[config.mk]
export PLATFORM = sky130hd
export DESIGN_NAME = i2c_slave_ctrl
export DESIGN_NICKNAME = d
export VERILOG_FILES = /design/src/rtl/i2c_pkg.sv /design/src/rtl/i2c_watchdog.sv /design/src/rtl/i2c_slave_ctrl.sv
export SDC_FILE = /design/constraint.sdc
export NUM_CORES = 1
export LEC_CHECK = 0
export ABC_AREA = 1
export BUFFER_PORTS_ARGS = -buffer_cell sky130_fd_sc_hd__buf_4
export CAP_MARGIN = 10
export CORE_MARGIN = 2
export CORE_UTILIZATION = 52
export DETAILED_ROUTE_END_ITERATION = 10
export PLACE_DENSITY = 0.77
export SYNTH_ARGS = -nofsm -noshare
export SYNTH_HDL_FRONTEND = slang
export SYNTH_SLANG_ARGS = --single-unit
[constraint.sdc]
create_clock -name clk -period 1.9 [get_ports clk]
set_input_delay 0.095 -clock clk [delete_from_list [all_inputs] [get_ports clk]]
set_output_delay 0.095 -clock clk [all_outputs]
set_load 0.01 [all_outputs]
[src/rtl/i2c_pkg.sv]
// Shared types for the I2C slave controller:
// FSM state encoding, SDA mux codes, and output decode.
package i2c_pkg;

  typedef enum logic [3:0] {
    S_IDLE,
    S_ADDR_RX,
    S_ADDR_CHK,
    S_ACK_WAIT,
    S_ACK_DRV,
    S_NACK_WAIT,
    S_NACK_DRV,
    S_LOAD,
    S_TX_DATA,
    S_MACK_WAIT,
    S_MACK_ACK,
    S_MACK_NACK,
    S_RX_DATA,
    S_RX_STORE,
    S_DACK_WAIT,
    S_DACK_DRV
  } state_t;

  localparam logic [1:0] SDA_RELEASE = 2'b00;
  localparam logic [1:0] SDA_LOW     = 2'b01;
  localparam logic [1:0] SDA_HIGH    = 2'b10;
  localparam logic [1:0] SDA_TX      = 2'b11;

  typedef struct packed {
    logic       rx_en;
    logic       tx_en;
    logic       load;
    logic       rx_wr;
    logic [1:0] sda;
  } ctrl_t;

  function automatic ctrl_t decode(state_t s);
    ctrl_t c;
    c = '0;
    c.sda = SDA_RELEASE;
    case (s)
      S_ADDR_RX,
      S_RX_DATA:  c.rx_en = 1'b1;
      S_ACK_DRV,
      S_DACK_DRV: c.sda = SDA_LOW;
      S_NACK_DRV: c.sda = SDA_HIGH;
      S_LOAD:     c.load = 1'b1;
      S_TX_DATA: begin
        c.tx_en = 1'b1;
        c.sda = SDA_TX;
      end
      S_RX_STORE: c.rx_wr = 1'b1;
      default: ;
    endcase
    return c;
  endfunction

endpackage

[src/rtl/i2c_watchdog.sv]
// Saturating bus-inactivity counter; flags the cycle
// that completes TIMEOUT_CYCLES quiet busy cycles.
module i2c_watchdog #(
  parameter int TIMEOUT_CYCLES = 0,
  parameter int TO_WIDTH = 16
) (
  input  logic clk,
  input  logic n_rst,
  input  logic clear,
  input  logic enable,
  output logic timeout
);

  localparam logic [TO_WIDTH-1:0] LIMIT =
    TO_WIDTH'(TIMEOUT_CYCLES);
  localparam logic [TO_WIDTH-1:0] LAST =
    TO_WIDTH'(TIMEOUT_CYCLES > 0 ? TIMEOUT_CYCLES - 1 : 0);
  localparam bit ON = TIMEOUT_CYCLES > 0;

  logic [TO_WIDTH-1:0] cnt;

  always_ff @(posedge clk or negedge n_rst) begin
    if (!n_rst) begin
      cnt <= '0;
    end else if (clear) begin
      cnt <= '0;
    end else if (enable && cnt != LIMIT) begin
      cnt <= cnt + TO_WIDTH'(1);
    end
  end

  assign timeout = ON && enable && !clear && (cnt >= LAST);

endmodule

[src/rtl/i2c_slave_ctrl.sv]
// I2C slave sequencer: address, ACK/NACK, TX/RX bytes.
// Outputs are registered from the next-state decode.
module i2c_slave_ctrl
  import i2c_pkg::*;
#(
  parameter int SUPPORT_WRITE = 1,
  parameter int TIMEOUT_CYCLES = 0,
  parameter int TO_WIDTH = 16
) (
  input  logic       clk,
  input  logic       n_rst,
  input  logic       start_found,
  input  logic       stop_found,
  input  logic       byte_received,
  input  logic       ack_prep,
  input  logic       check_ack,
  input  logic       ack_done,
  input  logic       rw_mode,
  input  logic       address_match,
  input  logic       sda_in,
  input  logic       tx_fifo_empty,
  output logic       rx_enable,
  output logic       tx_enable,
  output logic       read_enable,
  output logic       load_data,
  output logic       rx_write,
  output logic [1:0] sda_mode,
  output logic       busy
);

  state_t state;
  state_t nxt;
  ctrl_t  ctrl;
  logic   busy_q;
  logic   rw_q;
  logic   any_pulse;
  logic   timeout;
  logic   accept;

  assign any_pulse = start_found | stop_found
                   | byte_received | ack_prep
                   | check_ack | ack_done;

  assign accept = address_match
                & (rw_mode | (SUPPORT_WRITE != 0));

  i2c_watchdog #(
    .TIMEOUT_CYCLES(TIMEOUT_CYCLES),
    .TO_WIDTH(TO_WIDTH)
  ) u_wdog (
    .clk(clk),
    .n_rst(n_rst),
    .clear(any_pulse | ~busy_q),
    .enable(busy_q),
    .timeout(timeout)
  );

  always_comb begin
    nxt = state;
    if (stop_found || timeout) begin
      nxt = S_IDLE;
    end else if (start_found) begin
      nxt = S_ADDR_RX;
    end else begin
      unique case (state)
        S_IDLE: ;
        S_ADDR_RX:
          if (byte_received) nxt = S_ADDR_CHK;
        S_ADDR_CHK:
          nxt = accept ? S_ACK_WAIT : S_NACK_WAIT;
        S_ACK_WAIT:
          if (ack_prep) nxt = S_ACK_DRV;
        S_ACK_DRV:
          if (ack_done) nxt = rw_q ? S_LOAD : S_RX_DATA;
        S_NACK_WAIT:
          if (ack_prep) nxt = S_NACK_DRV;
        S_NACK_DRV:
          if (ack_done) nxt = S_IDLE;
        S_LOAD:
          nxt = S_TX_DATA;
        S_TX_DATA:
          if (byte_received) nxt = S_MACK_WAIT;
        S_MACK_WAIT:
          if (check_ack)
            nxt = sda_in ? S_MACK_NACK : S_MACK_ACK;
        S_MACK_ACK:
          if (ack_done) nxt = S_LOAD;
        S_MACK_NACK:
          if (ack_done) nxt = S_IDLE;
        S_RX_DATA:
          if (byte_received) nxt = S_RX_STORE;
        S_RX_STORE:
          nxt = S_DACK_WAIT;
        S_DACK_WAIT:
          if (ack_prep) nxt = S_DACK_DRV;
        S_DACK_DRV:
          if (ack_done) nxt = S_RX_DATA;
        default: nxt = S_IDLE;
      endcase
    end
  end

  always_ff @(posedge clk or negedge n_rst) begin
    if (!n_rst) begin
      state  <= S_IDLE;
      ctrl   <= '0;
      busy_q <= 1'b0;
      rw_q   <= 1'b0;
    end else begin
      state  <= nxt;
      ctrl   <= decode(nxt);
      busy_q <= (nxt != S_IDLE);
      if (state == S_ADDR_CHK) rw_q <= rw_mode;
    end
  end

  // An empty FIFO still loads the shifter default, just without a pop.
  assign read_enable = ctrl.load & ~tx_fifo_empty;
  assign rx_enable   = ctrl.rx_en;
  assign tx_enable   = ctrl.tx_en;
  assign load_data   = ctrl.load;
  assign rx_write    = ctrl.rx_wr;
  assign sda_mode    = ctrl.sda;
  assign busy        = busy_q;

endmodule

==> results.yml <==
power_and_ir_drop:
  power.total_uw: 556
  ir_worst_vdd_v: 0.000497
  leakage_nw: 0.658
  power_density_mw_per_mm2: 499
finish:
  synthToLayoutAreaGrowth_pct: 22.5
  multi_input_area_um2: 513
  final_nets: 173
  finalNonFillerCells: 177
  diodes: 0
  regArea_um2: 302
  layout_common_cells: "nand2_1 (40), buf_4 (19), nor2_1 (18)"
  post-route-util_pct: 65.9
  layout_commonest_cell: "nand2_1"
  drive_gt1_share_pct: 30.6
  nFillCells: 157
place:
  dpl.hpwl_mm: 1.61
  routabilityCongestion: 0.899
  placed_cells: 172
  port_buffers: 19
timing:
  period_share_pct: 85.6
  rsz0062_at_grt: "no"
  holdWs_ps: 56.5
  fmax_mhz: 615
  final.setup_skew_ps: 3.93
  slew_viol_final: 0
  maxSlewHeadroom_pct: 77.6
  period_minus_slack_ps: 1630
  final-setup-viol-count: 0
  max_slew.worst_pin.slew_ps: 335
  hold_viol: 0
  finalSetupTns_ps: 0
global_routing:
  antenna_found_initial: 0
  grt_overflow_total: 0
  grt_pass1_vias: 781
  grt_usage_pct: 21.9
  grt_pass1_wl_mm: 3.27
  grt_max_degree: 13
worst_setup_path:
  cp-startpoint: "state[3]"
  rrSetupSlack_ps: 270
  worst_setup_path_start_kind: "flip-flop"
  critPathMaxFanout: 8
  required_ps: 2070
  r2r_cells: 11
  r2r-end: "sda_mode[0]"
  cp.arrival_ps: 1790
  end_kind: "flip-flop"
  criticalPathCategory: "reg -> reg"
  timing.rr.start: "state[3]"
cts:
  clock_sinks: 12
  cts_tree: "yes"
  worstSkewPairLatency_ps: 270
  cts_buffers: 3
  clock_path_buffers: 2
  ctsHtreeMaxLevel: 1
  clk_pin_slew_worst_paths_ps: 80
  cts_root_buf: "clkbuf_4"
routing:
  first_pass_iters: 4
  drt-total-wl_mm: 2.00
  avgViaCountPerCell: 5.12
  ant_nets: 0
  drc: 0
  wire_per_inst_um: 11.3
  vias: 907
  drt_iter0_markers: 43
die:
  die_h_um: 45.8
  rows: 15
  die_area_mm2: 0.00210
  initial_core_util_pct: 53.8
  ios: 20
  core_mm2: 0.00169
  die_w_um: 45.8
yosys:
  yosysSeqAreaShare_pct: 33.1
  ys_ff_latch: 12
  synth_area_um2: 908
  syn-instance-count: 137
  yosys_warnings: 0
  synth_nets: 149
  synthTopCellsByArea: "dfrtp_1 (33%), nand2_1 (17%), nand3_1 (8.8%)"
  netlist.top_cell.by_area: "dfrtp_1"
  synth_top_area_share_pct: 33.1
  synth.distinct_cells: 21
  avgSynthCellArea_um2: 6.63
hold_path:
  hp-start: "rw_mode"
  min_to: "rw_q"
  hold_class: "in -> reg"
  hold_depth: 2
run_status:
  outcome: "completed"
run:
  cap_viol_max_count: 0
where the power goes:
| part | switching (mW) | internal (mW) | total (mW) |
|---|---|---|---|
| registers | 0.00639 | 0.264 | 0.271 |
| clock network | 0.0850 | 0.116 | 0.201 |
| logic | 0.0464 | 0.0373 | 0.0836 |
| total | 0.138 | 0.418 | 0.556 |
Yosys cell counts:
cell type / count
a211oi_4: 1
buf_4: 1
clkinv_2: 1
dfrtp_1: 12
inv_1: 16
inv_2: 6
mux2_2: 1
nand2_1: 40
nand2_2: 5
nand2_4: 1
nand3_1: 16
nand3_2: 1
nand3b_1: 1
nand4_1: 3
nand4_2: 1
nor2_1: 18
nor2_2: 4
nor2_4: 2
nor3_2: 2
o21ai_0: 4
o21ai_1: 1
critical path: stages, from the launching register on:
cell and delay, ps:
dfrtp_2 480, inv_2 90, nor2_1 220, nand3_1 160, nand2_1 90, nor2_1 50, nand2_2 90, nand3_2 110
nand2_1 90, inv_1 40, nand3_1 60, nand2_1 50
metrics by stage:
step                worst slack, ps  instance area [µm²]
global placement                236                 1060
CTS                             215                 1110
global route                    111                 1110
detailed placement              231                 1060
finish                          274                 1110
floorplan                       515                  908
state kept, by name (all words and copies together) (netlist names):
register,cells
rx_write,1
state,4
sda_mode,2
rx_enable,1
busy,1
rw_q,1
load_data,1
tx_enable,1
worst max-delay path by stage:
stage                        endpoint  slack (ps)  cells past startpoint
after detailed placement  sda_mode[0]         230                     11
after CTS                 sda_mode[0]         210                     11
after global placement      rx_enable         240                     11
final                     sda_mode[0]         270                     11
after global routing        rx_enable         110                     11
after floorplan           sda_mode[0]         510                     11
what timing repair did:
| item | in CTS | in global routing |
|---|---|---|
| hold endpoints to repair | 12 | 0 |
| hold buffers | 1 | 0 |
| endpoints found under the setup margin | 0 | 3 |
| gates resized for setup | 0 | 1 |
| buffers inserted | 0 | 0 |
per-layer routing:
layer  track usage [%]  vias to the layer above  wire, µm
met2              34.4                       30       998
met3              5.95                        2        91
met1              30.7                      402       899
li1                  -                      473         -
met4              4.00                        0         8
met5                 0                        -         0
final cells by class:
class | count | area share, %
Clock buffer | 4 | 3.26
Tap cell | 17 | 1.91
Sequential cell | 12 | 27.1
Multi-Input combinational cell | 101 | 46.1
Inverter | 23 | 7.87
Timing Repair Buffer | 20 | 13.7
kinds of logic (layout without fill, tap and decap cells):
family,after synthesis,after routing,synth area share (%)
buffers and inverters,24,47,10.5
multiplexers,1,1,1.24
flip-flops,12,12,33.1
AO/OA/AOI/OAI,6,6,4.96
AND/OR/NAND/NOR,94,94,50.3
No activity file was read; power rests on OpenSTA's default activity.
